File: src/rtl/alu_seq_pkg.sv
// Shared definitions for alu_seq: opcode encodings, FSM state type and flag bit positions.
package alu_seq_pkg;

  localparam logic [3:0] OP_ADD  = 4'h0;
  localparam logic [3:0] OP_SUB  = 4'h1;
  localparam logic [3:0] OP_MUL  = 4'h2;
  localparam logic [3:0] OP_DIV  = 4'h3;
  localparam logic [3:0] OP_SHL  = 4'h4;
  localparam logic [3:0] OP_SHR  = 4'h5;
  localparam logic [3:0] OP_ROTL = 4'h6;
  localparam logic [3:0] OP_ROTR = 4'h7;
  localparam logic [3:0] OP_AND  = 4'h8;
  localparam logic [3:0] OP_OR   = 4'h9;
  localparam logic [3:0] OP_XOR  = 4'hA;
  localparam logic [3:0] OP_NOR  = 4'hB;
  localparam logic [3:0] OP_NAND = 4'hC;
  localparam logic [3:0] OP_XNOR = 4'hD;
  localparam logic [3:0] OP_GT   = 4'hE;
  localparam logic [3:0] OP_LT   = 4'hF;

  typedef enum logic [0:0] {S_IDLE, S_DIV} state_e;

  localparam int unsigned FLAG_ZERO  = 0;
  localparam int unsigned FLAG_CARRY = 1;
  localparam int unsigned FLAG_NEG   = 2;

endpackage

File: src/rtl/alu_seq_div.sv
// Iterative restoring divider: one quotient bit per cycle for W cycles after start.
// quotient/remainder carry the final values combinationally in the cycle done is high.
module alu_seq_div #(
  parameter int unsigned W = 8
) (
  input  logic         clock,
  input  logic         reset,
  input  logic         start,
  input  logic [W-1:0] dividend,
  input  logic [W-1:0] divisor,
  output logic         done,
  output logic [W-1:0] quotient,
  output logic [W-1:0] remainder
);

  localparam int unsigned CntW = $clog2(W + 1);

  logic            active_q;
  logic [CntW-1:0] cnt_q;
  logic [W-1:0]    rem_q, quo_q, dvs_q;
  logic [W:0]      rem_sh, diff;

  // diff[W] set means the trial subtraction borrowed, so the partial remainder is restored.
  always_comb begin
    rem_sh = {rem_q, quo_q[W-1]};
    diff   = rem_sh - {1'b0, dvs_q};
    if (diff[W]) begin
      remainder = rem_sh[W-1:0];
      quotient  = {quo_q[W-2:0], 1'b0};
    end else begin
      remainder = diff[W-1:0];
      quotient  = {quo_q[W-2:0], 1'b1};
    end
  end

  assign done = active_q && (cnt_q == CntW'(1));

  always_ff @(posedge clock) begin
    if (reset) begin
      active_q <= 1'b0;
      cnt_q    <= '0;
      rem_q    <= '0;
      quo_q    <= '0;
      dvs_q    <= '0;
    end else if (start) begin
      active_q <= 1'b1;
      cnt_q    <= CntW'(W);
      rem_q    <= '0;
      quo_q    <= dividend;
      dvs_q    <= divisor;
    end else if (active_q) begin
      rem_q    <= remainder;
      quo_q    <= quotient;
      cnt_q    <= cnt_q - CntW'(1);
      active_q <= !done;
    end
  end

endmodule

File: src/rtl/alu_seq.sv
// Sequential W-bit ALU with 2W-bit registered result, multi-cycle divide and per-opcode
// last-result table. Optional flags output is enabled by defining ALU_SEQ_FLAGS_EN.
module alu_seq
  import alu_seq_pkg::*;
#(
  parameter int unsigned W = 8
) (
  input  logic           clock,
  input  logic           reset,
  input  logic [W-1:0]   a_i,
  input  logic [W-1:0]   b_i,
  input  logic           data_valid,
  input  logic [3:0]     op,
  input  logic           op_valid,
  output logic           op_ready,
  output logic [2*W-1:0] result,
  output logic           result_valid,
  output logic           busy,
  output logic           div_by_zero,
  input  logic [3:0]     rd_op,
  output logic [2*W-1:0] rd_data
`ifdef ALU_SEQ_FLAGS_EN
  ,
  output logic [2:0]     flags
`endif
);

  state_e         state_q, state_d;
  logic [W-1:0]   a_lat_q, b_lat_q, op_a, op_b;
  logic [2*W-1:0] a_ext, b_ext, alu_res;
  logic           accept, div_start, div_done;
  logic [W-1:0]   div_quo, div_rem;
  logic           wr_en, wr_dbz;
  logic [3:0]     wr_idx;
  logic [2*W-1:0] wr_data;
  logic [2*W-1:0] table_q [16];

  assign op_a      = data_valid ? a_i : a_lat_q;
  assign op_b      = data_valid ? b_i : b_lat_q;
  assign accept    = op_valid && op_ready;
  assign div_start = accept && (op == OP_DIV) && (op_b != '0);

  always_comb begin
    a_ext   = {{W{1'b0}}, op_a};
    b_ext   = {{W{1'b0}}, op_b};
    alu_res = '0;
    case (op)
      OP_ADD:  alu_res = a_ext + b_ext;
      OP_SUB:  alu_res = a_ext - b_ext;
      OP_MUL:  alu_res = a_ext * b_ext;
      // Only reaches the result path when the divisor is zero.
      OP_DIV:  alu_res = {op_a, {W{1'b1}}};
      OP_SHL:  alu_res = a_ext << 1;
      OP_SHR:  alu_res = a_ext >> 1;
      OP_ROTL: alu_res = {{W{1'b0}}, op_a[W-2:0], op_a[W-1]};
      OP_ROTR: alu_res = {{W{1'b0}}, op_a[0], op_a[W-1:1]};
      OP_AND:  alu_res = {{W{1'b0}}, op_a & op_b};
      OP_OR:   alu_res = {{W{1'b0}}, op_a | op_b};
      OP_XOR:  alu_res = {{W{1'b0}}, op_a ^ op_b};
      OP_NOR:  alu_res = {{W{1'b0}}, ~(op_a | op_b)};
      OP_NAND: alu_res = {{W{1'b0}}, ~(op_a & op_b)};
      OP_XNOR: alu_res = {{W{1'b0}}, ~(op_a ^ op_b)};
      OP_GT:   alu_res = {{(2*W-1){1'b0}}, op_a > op_b};
      OP_LT:   alu_res = {{(2*W-1){1'b0}}, op_a < op_b};
      default: alu_res = '0;
    endcase
  end

  alu_seq_div #(
    .W(W)
  ) u_div (
    .clock     (clock),
    .reset     (reset),
    .start     (div_start),
    .dividend  (op_a),
    .divisor   (op_b),
    .done      (div_done),
    .quotient  (div_quo),
    .remainder (div_rem)
  );

  always_ff @(posedge clock) begin
    if (reset) begin
      state_q <= S_IDLE;
    end else begin
      state_q <= state_d;
    end
  end

  always_comb begin
    state_d = state_q;
    case (state_q)
      S_IDLE:  if (div_start) state_d = S_DIV;
      S_DIV:   if (div_done) state_d = S_IDLE;
      default: state_d = S_IDLE;
    endcase
  end

  always_comb begin
    op_ready = (state_q == S_IDLE);
    busy     = (state_q == S_DIV);
  end

  // One write port shared by single-cycle ops and divide completion.
  always_comb begin
    wr_en   = 1'b0;
    wr_dbz  = 1'b0;
    wr_idx  = op;
    wr_data = alu_res;
    if (state_q == S_DIV) begin
      wr_en   = div_done;
      wr_idx  = OP_DIV;
      wr_data = {div_rem, div_quo};
    end else if (accept && !div_start) begin
      wr_en  = 1'b1;
      wr_dbz = (op == OP_DIV);
    end
  end

  always_ff @(posedge clock) begin
    if (reset) begin
      a_lat_q      <= '0;
      b_lat_q      <= '0;
      result       <= '0;
      result_valid <= 1'b0;
      div_by_zero  <= 1'b0;
      rd_data      <= '0;
      for (int i = 0; i < 16; i++) table_q[i] <= '0;
    end else begin
      if (data_valid) begin
        a_lat_q <= a_i;
        b_lat_q <= b_i;
      end
      result_valid <= wr_en;
      div_by_zero  <= wr_en && wr_dbz;
      if (wr_en) begin
        result          <= wr_data;
        table_q[wr_idx] <= wr_data;
      end
      rd_data <= (wr_en && (wr_idx == rd_op)) ? wr_data : table_q[rd_op];
    end
  end

`ifdef ALU_SEQ_FLAGS_EN
  logic [2:0] flags_d;

  always_comb begin
    flags_d             = '0;
    flags_d[FLAG_ZERO]  = (wr_data == '0);
    flags_d[FLAG_NEG]   = wr_data[W-1];
    if (state_q == S_IDLE) begin
      if (op == OP_ADD) flags_d[FLAG_CARRY] = alu_res[W];
      if (op == OP_SUB) flags_d[FLAG_CARRY] = (op_a < op_b);
    end
  end

  always_ff @(posedge clock) begin
    if (reset) begin
      flags <= '0;
    end else if (wr_en) begin
      flags <= flags_d;
    end
  end
`endif

endmodule

File: config.mk
export PLATFORM = sky130hd
export DESIGN_NAME = alu_seq
export DESIGN_NICKNAME = d
export VERILOG_FILES = /design/src/rtl/alu_seq_pkg.sv /design/src/rtl/alu_seq_div.sv /design/src/rtl/alu_seq.sv
export SDC_FILE = /design/constraint.sdc
export NUM_CORES = 1
export LEC_CHECK = 0
export BUFFER_PORTS_ARGS = -buffer_cell sky130_fd_sc_hd__clkbuf_2
export CORE_ASPECT_RATIO = 1.4
export CORE_MARGIN = 5
export CORE_UTILIZATION = 57
export DETAILED_ROUTE_END_ITERATION = 16
export PLACE_DENSITY = 0.75
export SYNTH_ARGS = -nofsm -noshare
export SYNTH_HDL_FRONTEND = slang
export SYNTH_SLANG_ARGS = --single-unit
File: constraint.sdc
create_clock -name clock -period 7 [get_ports clock]
set_input_delay 1.4 -clock clock [delete_from_list [all_inputs] [get_ports clock]]
set_output_delay 1.4 -clock clock [all_outputs]
set_load 0.01 [all_outputs]
==> results of run 1 <==
==> final timing paths <==
| path | to | slack [ns] |
|---|---|---|
| min reg2reg | u_div.rem_q[0] | 0.50 |
| max | result[15] | 0.68 |
| min | u_div.rem_q[0] | 0.50 |
| max reg2reg | result[15] | 1.68 |
==> routing by layer <==
| metal | GRT usage, % | share of wire, % | wire (um) | vias up |
|---|---|---|---|---|
| met5 | 0 | 0 | 0 | - |
| met4 | 16.7 | 6.6 | 3270 | 0 |
| met3 | 3.60 | 6.6 | 3310 | 169 |
| met2 | 50.8 | 52 | 25700 | 558 |
| met1 | 34.2 | 35 | 17600 | 6207 |
| li1 | - | - | - | 5656 |
==> cell type report <==
| type | instances | area [um^2] | area share [%] |
|---|---|---|---|
| well taps | 395 | 494 | 2.44 |
| multi-input cells | 1089 | 8360 | 41.2 |
| flip-flops and latches | 336 | 9290 | 45.8 |
| diodes | 1 | 2.50 | 0.0123 |
| clock inverters | 14 | 193 | 0.950 |
| inverters | 92 | 345 | 1.70 |
| repair buffers | 114 | 701 | 3.46 |
| clock buffers | 43 | 891 | 4.39 |
==> per-stage QoR <==
step / power, uW / hold slack, ns / utilization [%] / cell area (um^2)
2_1_floorplan: 2930 / 0.463 / - / 18400
3_3_place_gp: 3220 / 0.485 / 61.1 / 19200
3_5_place_dp: 3230 / 0.489 / 61.1 / 19200
4_1_cts: 5000 / 0.501 / 64.5 / 20300
5_1_grt: 5190 / 0.523 / 64.5 / 20300
6_report: 4980 / 0.500 / 64.6 / 20300
==> cell usage after synthesis, types with 6 or more instances <==
| cell type | instances | area (um^2) |
|---|---|---|
| sky130_fd_sc_hd__xnor2_1 | 18 | 158 |
| sky130_fd_sc_hd__nand3_1 | 7 | 35.0 |
| sky130_fd_sc_hd__nor3_1 | 20 | 100 |
| sky130_fd_sc_hd__and2_1 | 6 | 37.5 |
| sky130_fd_sc_hd__nand2_1 | 85 | 319 |
| sky130_fd_sc_hd__o21ai_0 | 49 | 245 |
| sky130_fd_sc_hd__nor2b_1 | 16 | 100 |
| sky130_fd_sc_hd__or3_1 | 6 | 37.5 |
| sky130_fd_sc_hd__nand2b_1 | 20 | 125 |
| sky130_fd_sc_hd__dfxtp_1 | 80 | 1600 |
| sky130_fd_sc_hd__mux2_2 | 11 | 124 |
| sky130_fd_sc_hd__inv_1 | 91 | 342 |
| sky130_fd_sc_hd__a22oi_1 | 6 | 45.0 |
| sky130_fd_sc_hd__mux4_2 | 79 | 1780 |
| sky130_fd_sc_hd__nor2_1 | 272 | 1020 |
| sky130_fd_sc_hd__buf_1 | 7 | 26.3 |
| sky130_fd_sc_hd__ha_1 | 70 | 876 |
| sky130_fd_sc_hd__xor2_1 | 9 | 78.8 |
| sky130_fd_sc_hd__buf_2 | 30 | 150 |
| sky130_fd_sc_hd__o22ai_1 | 10 | 62.6 |
| sky130_fd_sc_hd__a31oi_1 | 7 | 43.8 |
| sky130_fd_sc_hd__edfxtp_1 | 256 | 7690 |
| sky130_fd_sc_hd__clkbuf_1 | 43 | 161 |
| sky130_fd_sc_hd__a21o_1 | 7 | 52.6 |
| sky130_fd_sc_hd__mux2i_1 | 33 | 330 |
| sky130_fd_sc_hd__a211oi_1 | 30 | 225 |
| sky130_fd_sc_hd__buf_4 | 10 | 75.1 |
| sky130_fd_sc_hd__a21oi_1 | 50 | 250 |
| sky130_fd_sc_hd__fa_1 | 39 | 781 |
==> cells by family (layout without fill, tap and decap cells) <==
family / after synthesis / count (layout)
adders and majority gates: 109 / 109
xor gates and xnor gates: 28 / 28
and+or+nand+nor: 467 / 467
muxes: 125 / 125
DFF: 336 / 336
other: 1 / 119
AOI/OAI and AO/OA: 242 / 242
buffers and inverters: 184 / 263
==> state kept, by name, summed over array words and instances, names as in the netlist <==
signal	flops
u_div.rem_q	8
result	16
u_div.quo_q	8
a_lat_q	8
busy	1
result_valid	1
u_div.dvs_q	8
div_by_zero	1
table_q	256
rd_data	16
u_div.active_q	1
b_lat_q	8
u_div.cnt_q	4
==> report_power, final <==
| part | switching (uW) | total [uW] | leakage, uW | internal (uW) |
|---|---|---|---|---|
| Combinational | 575 | 916 | 0.00426 | 341 |
| Sequential | 34.5 | 2280 | 0.00324 | 2250 |
| Clock | 747 | 1790 | 0.000524 | 1040 |
| Total | 1360 | 4980 | 0.00802 | 3630 |
==> tightest hold or removal path: stages (launching register included) <==
cell	delay, ns
sky130_fd_sc_hd__dfxtp_1	0.33
sky130_fd_sc_hd__nand2b_1	0.07
sky130_fd_sc_hd__a21oi_1	0.05
==> summary.md, run 1 <==
The tools report the source of the worst register-to-register timing path as a_lat_q[3]. The share of the Yosys chip area taken by registers is 51.7%. STA classifies the critical path startpoint as an input port. Entering global routing, the biggest net connects 64 pins. The overall overflow remaining after global route was 0.

The layout has 2422 filler cells. Based on the critical path, the design can be clocked at up to 158 MHz. For this design the static power due to leakage is 0.00802 uW. Before antenna repair, the detailed router went through 5 iterations. Of the available clock period, the critical path in the final layout requires 90.3%. Once detail routing completed, the nets flagged for antenna violations numbered 0. Of the total synthesized cell area, the portion taken by full adders, half adders and majority gates is 9.21%. The worst setup path is captured at a flop. In this run, post-CTS repair resized a total of 0 instances. For the final-stage net count, the log shows 1801. Synthesis handed over a netlist of 1492 instances. Buffers placed on the I/O ports in this run total 63. The power per cell area is 246 mW/mm^2. The fraction of layout cells with a size suffix above 1 is 16.7%.

The tools report the maximum level of the CTS H-tree as 1. The floorplan step defined a die boundary enclosing 0.0353 mm^2. For the core footprint, the log shows 0.0314 mm^2.

The via count of the first global-routing pass is 13100, and the proportion of register bits with asynchronous set or reset after synthesis is 0%. Counting every sink on the clock net gives 336. The total of flip-flops plus latches after synthesis was 336. After Yosys synthesis, XOR and XNOR cells account for 1.41% of the synthesized area. The first global-routing pass estimated 77.2 mm of wire. The run finished with clean final reports.

In this run the clock root is driven by a sky130_fd_sc_hd__clkbuf_16. The die is 160 um wide. Counting both buffers and inverters, the worst setup path holds a total of 5. By area, the combinational part of the netlist is dominated by multiplexers. Wires add up to 49.9 mm. The final max-slew violation count came out at 0. The number of buffers added to fix hold violations after cts is 0, and the total of warnings raised by yosys is 0.

The number of enable flip-flop cells after synthesis came out at 256. The CTS clock-pin slew for the worst setup and hold paths came out at 0.07 ns. The post-synthesis compound-gate area fraction was 9.38%. Max-cap violations in this run came to 0. The logs give 0.58 ns for the worst-skew pair later-pin latency and 0 ns for the final-layout setup total negative slack.

The critical path data required time was 7.47 ns; the average via count per standard cell was 6.04. After detailed routing, the number of remaining DRC violations is 0. Measured against the total synthesized area, the mux share comes to 12.6%. The finished layout holds 2084 standard cells, fillers aside. The detailed router finished its first iteration with 1156 violations. The overall via count from detail_route is 12600, and the data arrival time of the critical path is 6.79 ns. The run gives 3 as the buffer depth of the longest clock path.

The startpoint identified for the worst hold timing path is u_div.rem_q[0]. The run gives 0 as the final-report hold violation count. Among all flip-flop cells after synthesis, the most frequent one is sky130_fd_sc_hd__edfxtp_1.

At the pin with the least slew margin, the transition time is 1.13 ns. The number of antenna violations at the first check in global routing was 1; the area of the mapped netlist was 0.0180 mm^2. TritonCTS built the clock tree. The post-layout minimum cycle time works out to 6.32 ns. The worst pin sits at a relative slew slack of 24.9%. The dominant delay contributor by cell family on the critical path is adder cells. The most used cell along the critical path was sky130_fd_sc_hd__fa_1. Counting instances, the worst hold path has a depth of 2. The most critical setup path has its startpoint at data_valid. The layout overhead on the synthesized area is 12.7%, and the initial core utilization is 57.3%. The critical path runs through a total of 19 cells. Detailed placement ended at an HPWL of 35.0 mm. Global routing consumed, over all layers together, 28.8% of the routing resources.

Clock skew on the completed layout was measured at 0.0187 ns. The number of setup buffers added after CTS was 0; the number of library cell types mapped by synthesis was 88. The setup path with the least slack is of type in2reg. The tools report the final setup slack of the worst path as 0.681 ns. The worst stage delay on the critical path was 0.55 ns. The top cell types in the final layout, fill and taps aside, are sky130_fd_sc_hd__nor2_1, sky130_fd_sc_hd__edfxtp_1, sky130_fd_sc_hd__conb_1. The number of placed instances, taps included, is 2026. Along the worst path, the maximum fanout reaches 12. In this run the worst hold path is classified as reg2reg.

Setup violations remaining at the end of the flow were counted as 0. Largest voltage drop on the vdd net: 0.234 mV. Setup repair after global routing left no endpoint under its margin. The height of the die came out at 220 um. After detailed routing, the average wire length per cell comes to 24.0 um. The tools report the number of standard-cell rows in the floorplan as 77.

The slowest stage of the critical path is the sky130_fd_sc_hd__fa_1 cell. The pre-CTS worst setup slack is 0.101 ns. The most common cell after layout, fill and taps aside was sky130_fd_sc_hd__nor2_1.

The count of cells along the worst register-to-register path came out at 18. Of the total synthesized cell area, the portion taken by AND, OR, NAND and NOR gates is 11.4%. The number of ports placed on the die boundary is 64, and the mean cell area of the mapped netlist is 12.1 um^2. Clock tree synthesis inserted a total of 31 buffers. At the end of routability-driven placement, the weighted congestion stood at 0.968. The signal on the critical path passes through clkbuf_2 -> mux2i_1 -> inv_1 -> ha_1 -> fa_1 -> fa_1 -> fa_1 -> inv_1 -> fa_1 -> inv_1 -> ha_1 -> a21o_1 -> a221oi_2 -> o21ai_0 -> a41oi_1 -> mux2i_1 -> a211oi_2 -> buf_4 -> a211oi_1.
No activity file was read; power rests on OpenSTA's default activity.
==> run 2, diff against run 1 <==
--- a/config.mk
+++ b/config.mk
@@ -10,6 +10,7 @@
 export CORE_MARGIN = 5
 export CORE_UTILIZATION = 57
 export DETAILED_ROUTE_END_ITERATION = 16
+export MAX_ROUTING_LAYER = met4
 export PLACE_DENSITY = 0.75
 export SYNTH_ARGS = -nofsm -noshare
 export SYNTH_HDL_FRONTEND = slang
==> summary.md, run 2 (synthesis gave the netlist of run 1 again) <==
The flow ran to the end, and the final reports show no timing, DRC or antenna violations. The final-stage net count is 1802 (was 1801), and the combined buffer and inverter count along the critical path is 7 (was 5). The class of the worst hold path was reg2reg (unchanged). The overall via count from detail_route was 12600 (about the same); the power per cell area was 246 mW/mm^2 (about the same). The static leakage power came out at 0.00800 uW (was 0.00802 uW). For the initial core utilization, the log shows 57.3% (unchanged).

The cell depth of the worst setup path came out at 21 (was 19). The fmax is 159 MHz (was 158 MHz). Setup repair after global routing left no endpoint under its margin. The worst reg2reg path endpoint was table_q[3][15] (was result[15]). The count of cells along the worst register-to-register path came out at 18 (unchanged). The die outline area is 0.0353 mm^2 (unchanged), and the DRC violation count after routing is 0 (unchanged). TritonCTS built the clock tree. The dominant delay contributor by cell family on the critical path was adder cells (unchanged). The run gives 0 (unchanged) as the final count of negative-setup-slack endpoints. The register-to-register path setup slack is 1.72 ns (was 1.68 ns).

The number of antenna violations at the first check in global routing was 0 (was 1); the height of the die was 220 um (unchanged). The run gives 0.973 (was 0.968) as the last weighted congestion value of the routability-driven placer. Maximum level of the CTS H-tree: 2 (was 1).

Antenna violation net count after detailed routing: 0 (unchanged). The routed wire length was 50.7 mm (was 49.9 mm); the number of flip-flops in the largest register was 256 (unchanged). The tools report the hold-critical path endpoint as u_div.cnt_q[1] (was u_div.rem_q[0]).

The standard cell with the maximum stage delay on the critical path is sky130_fd_sc_hd__fa_1 (unchanged). The via count of the first global-routing pass came out at 13000 (was 13100). For the maximum number of pins on one net before global-route repair, the log shows 64 (unchanged). For the max capacitance violation total, the log shows 0 (unchanged).

Total of fill cells in the finished design: 2434 (was 2422). The core footprint is 0.0314 mm^2 (unchanged). The overall power after layout was 4970 uW (was 4980 uW); the data arrival time of the critical path was 6.55 ns (was 6.79 ns).

The logs give 0 (unchanged) for the number of buffers added to fix hold violations after cts and 0.237 mV (was 0.234 mV) for the largest voltage drop on the vdd net. Post-layout minimum cycle time: 6.29 ns (was 6.32 ns). Biggest registers after layout: table_q (256), rd_data (16), result (16) (unchanged). Commonest cells after routing, fill and taps aside: sky130_fd_sc_hd__nor2_1, sky130_fd_sc_hd__edfxtp_1, sky130_fd_sc_hd__conb_1 (unchanged). The logs give 1287 (was 1156) for the first-iteration detailed-routing DRC count and 77.3 mm (was 77.2 mm) for the global-route wire length before repair. The critical path class was in2reg (unchanged). The total iterations of the first detailed-routing run was 8 (was 5). The register name with the most flops is table_q (unchanged). The number of CTS-inserted buffers is 34 (was 31). For the total placed cells including tap cells, the log shows 2024 (was 2026). Start point of the worst min-delay path: u_div.cnt_q[1] (was u_div.rem_q[0]).

Type of origin of the critical path: an input port (unchanged). Series of cell instances along the critical path: clkbuf_2 -> buf_4 -> mux2i_1 -> inv_1 -> nand2_1 -> fa_1 -> fa_1 -> inv_1 -> fa_1 -> inv_1 -> fa_1 -> inv_1 -> ha_1 -> a21o_1 -> a221oi_2 -> o21ai_0 -> a41oi_1 -> mux2i_1 -> a211oi_2 -> buf_4 -> nor2_1 (was clkbuf_2 -> mux2i_1 -> inv_1 -> ha_1 -> fa_1 -> fa_1 -> fa_1 -> inv_1 -> fa_1 -> inv_1 -> ha_1 -> a21o_1 -> a221oi_2 -> o21ai_0 -> a41oi_1 -> mux2i_1 -> a211oi_2 -> buf_4 -> a211oi_1). The average via count per standard cell was 6.04 (about the same); the critical path data required time was 7.26 ns (was 7.47 ns). The final critical-path share of the clock period came out at 89.9% (was 90.3%). The fraction of layout cells with a size suffix above 1 is 16.5% (was 16.7%). The die outline width was 160 um (unchanged). The cell depth of the worst min-delay path works out to 2 (unchanged).

Area of all sequential standard cells: 0.00929 mm^2 (unchanged). Post-detailed-route wirelength per cell: 24.3 um (was 24.0 um). The area of the multi-input gates was 0.00836 mm^2 (unchanged); the layout overhead on the synthesized area was 12.5% (was 12.7%).

The post-route non-filler standard cell count came out at 2085 (was 2084). Relative slew slack: 24.8% (was 24.9%). The worst stage delay on the critical path was 0.50 ns (was 0.55 ns). Quantity of I/O buffers inserted on ports: 63 (unchanged). The tools report the buffer depth of the longest clock path as 3 (unchanged). Total global-route track usage: 29.8% (was 28.8%).

Number of gates given a new drive strength after cts: 0 (unchanged). The tools report the final max-slew violation count as 0 (unchanged). The CTS clock-pin slew for the worst setup and hold paths was 0.07 ns (about the same). The worst-skew pair later-pin latency was 0.54 ns (was 0.58 ns).

Actual slew at the worst max-slew pin: 1.13 ns (about the same). Final clock skew: 0.0283 ns (was 0.0187 ns). The run gives 35.6 mm (was 35.0 mm) as the estimated wirelength of the detail-placed design. Most common cell after layout, fill and taps aside: sky130_fd_sc_hd__nor2_1 (unchanged).

The number of standard-cell rows in the floorplan came out at 77 (unchanged). The number of setup buffers added after CTS is 0 (unchanged). The source of the worst register-to-register timing path was b_lat_q[2] (was a_lat_q[3]).

The final-layout setup total negative slack was 0 ns (unchanged); the final-report hold violation count was 0 (unchanged). The overall overflow remaining after global route came out at 0 (unchanged). The number of diodes added for antenna fixing is 0 (was 1). For the number of ports placed on the die boundary, the log shows 64 (unchanged). Type of destination of the critical path: a flop (unchanged).

The clock sink count is 336 (unchanged), and the biggest fanout along the worst timing path is 12 (unchanged). The root buffer cell was sky130_fd_sc_hd__clkbuf_16 (unchanged).
-- run 2: cell type report --
class	count	area share [%]
clock buffers	42	4.51
well taps	395	2.44
flip-flops and latches	336	45.9
clock inverters	19	0.760
inverters	92	1.71
multi-input cells	1089	41.3
repair buffers	112	3.39
-- run 2: per-stage QoR --
step                hold slack [ns]  instance area (um^2)  setup slack [ns]  utilization, %
detailed placement            0.489                 19200             0.169            61.0
floorplan                     0.463                 18400             0.126               -
finish                        0.494                 20200             0.705            64.4
global route                  0.523                 20200             0.452            64.4
CTS                           0.497                 20200             0.728            64.4
global placement              0.482                 19200             0.220            61.0
-- run 2: where the power goes --
group          internal, uW  total (uW)  switching, uW
registers              2250        2280           35.2
clock network           979        1770            786
logic                   341         925            585
-- run 2: metal layers --
layer,up-vias,track usage (%),part of all wire [%]
met5,-,-,0
met4,0,13.9,5.2
met3,166,4.68,7.0
li1,5649,-,-
met1,6139,33.4,35
met2,649,52.8,52
-- run 2: worst max-delay path by stage --
stage | to | start
2_1_floorplan | table_q[3][15] | data_valid
3_3_place_gp | table_q[3][15] | data_valid
3_5_place_dp | table_q[3][15] | data_valid
4_1_cts | table_q[3][15] | data_valid
5_1_grt | table_q[3][15] | data_valid
6_report | table_q[3][15] | data_valid
-- run 2: worst min-delay path: cells and delay by family, from the launching register on --
family          cells  cell delay (ns)
compound gates      1             0.04
simple gates        1             0.08
flops               1             0.32
==> run 3, diff against run 2 <==
--- a/config.mk
+++ b/config.mk
@@ -12,6 +12,8 @@
 export DETAILED_ROUTE_END_ITERATION = 16
 export MAX_ROUTING_LAYER = met4
 export PLACE_DENSITY = 0.75
+export SKIP_CTS_REPAIR_TIMING = 1
 export SYNTH_ARGS = -nofsm -noshare
 export SYNTH_HDL_FRONTEND = slang
+export SYNTH_HIERARCHICAL = 1
 export SYNTH_SLANG_ARGS = --single-unit
==> summary.md, run 3 <==
The run finished with clean final reports. The logs give 1544 (was 1492) for the instance count of the mapped netlist and 18.7% (was 18.6%) for the combinational share of power. Commonest cells in the synthesized netlist: sky130_fd_sc_hd__nor2_1, sky130_fd_sc_hd__edfxtp_1, sky130_fd_sc_hd__inv_1 (unchanged). The final-report hold violation count is 0 (unchanged). The area of the multi-input gates was 0.00859 mm^2 (was 0.00836 mm^2); the mean cell area of the mapped netlist was 11.8 um^2 (was 12.1 um^2). The logs give 0 (unchanged) for the final count of negative-setup-slack endpoints and 0.0182 mm^2 (was 0.0180 mm^2) for the area of the mapped netlist.

The total iterations of the first detailed-routing run came out at 6 (was 8). The actual slew at the worst max-slew pin was 1.33 ns (was 1.13 ns). Setup repair after global routing left no endpoint under its margin.

The switching fraction of total power is 28.6% (was 28.3%), and the static leakage power is 0.00822 uW (was 0.00800 uW). The estimated wirelength of the detail-placed design was 38.7 mm (was 35.6 mm); the overall power after layout was 4970 uW (about the same). The via count of the first global-routing pass was 13500 (was 13000). TritonCTS built the clock tree. The post-layout minimum cycle time works out to 6.23 ns (was 6.29 ns).

Register name with the most flops: table_q (unchanged). The total of fill cells in the finished design was 2430 (was 2434). The post-detailed-route wirelength per cell works out to 25.7 um (was 24.3 um). The tools report the last weighted congestion value of the routability-driven placer as 0.979 (was 0.973). For the data arrival time of the critical path, the log shows 6.49 ns (was 6.55 ns). The number of standard-cell rows in the floorplan is 77 (unchanged).

The total of flip-flops plus latches after synthesis came out at 336 (unchanged). The total of warnings raised by yosys came out at 6 (was 0). The critical path data required time was 7.26 ns (about the same); the average via count per standard cell was 6.26 (was 6.04). The proportion of register bits with asynchronous set or reset after synthesis was 0% (unchanged). The global-route wire length before repair was 82.5 mm (was 77.3 mm); the die outline width was 161 um (was 160 um). The tools report the total global-route track usage as 31.6% (was 29.8%).

The run gives 0.0357 mm^2 (was 0.0353 mm^2) as the die outline area. Commonest cells after routing, fill and taps aside: sky130_fd_sc_hd__nor2_1, sky130_fd_sc_hd__edfxtp_1, sky130_fd_sc_hd__conb_1 (unchanged). The number of flip-flops in the largest register came out at 256 (unchanged). The tools report the portion of the post-synthesis area used by sequential elements as 51.0% (was 51.7%). Flip-flop cell with the highest count after synthesis: sky130_fd_sc_hd__edfxtp_1 (unchanged). For the clock sink count, the log shows 336 (unchanged). The antenna violation net count after detailed routing is 0 (unchanged). The largest voltage drop on the vdd net came out at 0.202 mV (was 0.237 mV). The run gives 3550 uW (was 3570 uW) as the cell internal power dissipation.

The most common cell after layout, fill and taps aside was sky130_fd_sc_hd__nor2_1 (unchanged). The number of CTS-inserted buffers is 34 (unchanged). The logs give 85 (was 88) for the number of library cell types mapped by synthesis and 0 ns (unchanged) for the final-layout setup total negative slack. The quantity of I/O buffers inserted on ports was 63 (unchanged). The buffer depth of the longest clock path is 3 (unchanged). Top area cells in the synthesized netlist: sky130_fd_sc_hd__edfxtp_1, sky130_fd_sc_hd__mux4_2, sky130_fd_sc_hd__dfxtp_1, sky130_fd_sc_hd__nor2_1, sky130_fd_sc_hd__ha_1 (unchanged). The type of origin of the critical path was an input port (unchanged).

For the overall via count from detail_route, the log shows 13400 (was 12600). The overall overflow remaining after global route is 0 (unchanged). The final-stage net count came out at 1855 (was 1802).

The library cell occupying the most area in the post-synthesis netlist was sky130_fd_sc_hd__edfxtp_1 (unchanged). The final critical-path share of the clock period works out to 89.0% (was 89.9%). The final setup slack of the worst path came out at 0.772 ns (was 0.705 ns). The fraction of layout cells with a size suffix above 1 was 15.8% (was 16.5%); the area share of the largest cell type after synthesis was 42.2% (was 42.7%). The CTS clock-pin slew for the worst setup and hold paths is 0.06 ns (was 0.07 ns), and the area of all sequential standard cells is 0.00929 mm^2 (unchanged).

The type of destination of the critical path is a flop (unchanged). The worst hold margin is 0.486 ns (was 0.494 ns), and the share of power burned in registers is 46.3% (was 45.9%). The tools report the pre-CTS worst setup slack as 0.261 ns (was 0.169 ns).

For the worst-skew pair later-pin latency, the log shows 0.55 ns (was 0.54 ns). The maximum number of pins on one net before global-route repair is 58 (was 64), and the final max-slew violation count is 0 (unchanged). The layout overhead on the synthesized area was 12.8% (was 12.5%).

The class of the worst hold path was reg2reg (unchanged). For the initial core utilization, the log shows 57.7% (was 57.3%). The max capacitance violation total was 0 (unchanged); the biggest fanout along the worst timing path was 14 (was 12). The power per cell area works out to 242 mW/mm^2 (was 246 mW/mm^2).

The tools report the root buffer cell as sky130_fd_sc_hd__clkbuf_16 (unchanged). The relative slew slack came out at 11.1% (was 24.8%). The DRC violation count after routing was 0 (unchanged). The fmax is 161 MHz (was 159 MHz), and the number of ports placed on the die boundary is 64 (unchanged). The critical path class was in2reg (unchanged).

The routed wire length was 54.9 mm (was 50.7 mm); the first-iteration detailed-routing DRC count was 1395 (was 1287). The utilization after layout was 65.0% (was 64.4%); the height of the die was 222 um (was 220 um). The core footprint is 0.0316 mm^2 (was 0.0314 mm^2), and the final clock skew is 0.0277 ns (was 0.0283 ns). Switching component of the power: 1420 uW (was 1410 uW). The logs give 35.0% (was 35.5%) for the power share of the clock group and 2 (unchanged) for the maximum level of the CTS H-tree. The cell with the most instances after synthesis was sky130_fd_sc_hd__nor2_1 (unchanged). For the number of antenna violations at the first check in global routing, the log shows 1 (was 0).

Biggest registers after layout: table_q (256), rd_data (16), result (16) (unchanged). The number of enable flip-flop cells after synthesis is 256 (unchanged).
run 3: cell types whose count changed in the layout (fill, tap and decap cells not counted), sizes merged, moves of 6 or more:
cell and change:
o21ai -34, o22ai +17, nor3 +15, mux2i +14
nand2 -10, buf +9, nand2b +9, xnor2 -7
clkbuf +6, mux4 -6
run 3: power groups by stage:
stage                     sequential, uW  clock (uW)  combinational [uW]
after global routing                2310        1840                1010
final                               2300        1740                 930
after global placement              2330           0                 910
after detailed placement            2340           0                 914
after CTS                           2300        1760                 920
after floorplan                     2330           0                 603
run 3: worst max-delay path: stages:
cell,delay [ns]
sky130_fd_sc_hd__clkbuf_2,0.35
sky130_fd_sc_hd__mux2i_1,0.31
sky130_fd_sc_hd__inv_1,0.22
sky130_fd_sc_hd__ha_1,0.29
sky130_fd_sc_hd__fa_1,0.42
sky130_fd_sc_hd__fa_1,0.48
sky130_fd_sc_hd__fa_1,0.58
sky130_fd_sc_hd__inv_1,0.06
sky130_fd_sc_hd__fa_1,0.47
sky130_fd_sc_hd__inv_1,0.04
sky130_fd_sc_hd__ha_1,0.33
sky130_fd_sc_hd__a21o_1,0.21
sky130_fd_sc_hd__a221oi_1,0.30
sky130_fd_sc_hd__buf_4,0.18
sky130_fd_sc_hd__xnor2_1,0.06
sky130_fd_sc_hd__a221o_1,0.32
sky130_fd_sc_hd__a22oi_1,0.38
sky130_fd_sc_hd__nor2_1,0.07
run 3: cell families after synthesis:
family	count (synthesis)	synth area share, %
AO/OA/AOI/OAI	246	9.72
XOR/XNOR	26	1.25
adder cells (fa/ha/maj)	109	9.09
buffers and inverters	196	4.43
flip-flops	336	51.0
multiplexers	129	12.2
other	1	0.0206
AND/OR/NAND/NOR	501	12.3
run 3: path summary, 6_finish.rpt:
| kind | startpoint | end | slack, ns | cells past startpoint |
|---|---|---|---|---|
| hold / removal | result[11] | result[11] | 0.49 | 2 |
| setup / recovery | data_valid | table_q[3][9] | 0.77 | 18 |
| setup reg to reg | a_lat_q[3] | table_q[3][9] | 1.82 | 17 |
| hold reg to reg | result[11] | result[11] | 0.49 | 2 |
run 3: area by class of cell:
type | instances | area share [%]
diodes | 1 | 0.0122
flip-flops and latches | 336 | 45.2
repair buffers | 121 | 3.67
multi-input cells | 1129 | 41.8
inverters | 96 | 1.75
well taps | 395 | 2.41
clock inverters | 13 | 0.609
clock buffers | 48 | 4.54
run 3: stage by stage:
stage,cell area (um^2),std cells
global placement,19500,2077
finish,20500,2139
CTS,20500,2138
detailed placement,19500,2077
floorplan,18700,1661
global route,20500,2139
run 3: layer usage:
metal  up-vias  track usage [%]  wire (um)
met4         0             20.7       4430
li1       5899                -          -
met1      6592             36.4      19300
met3       220             4.02       3610
met5         -                -          0
met2       679             52.0      27600
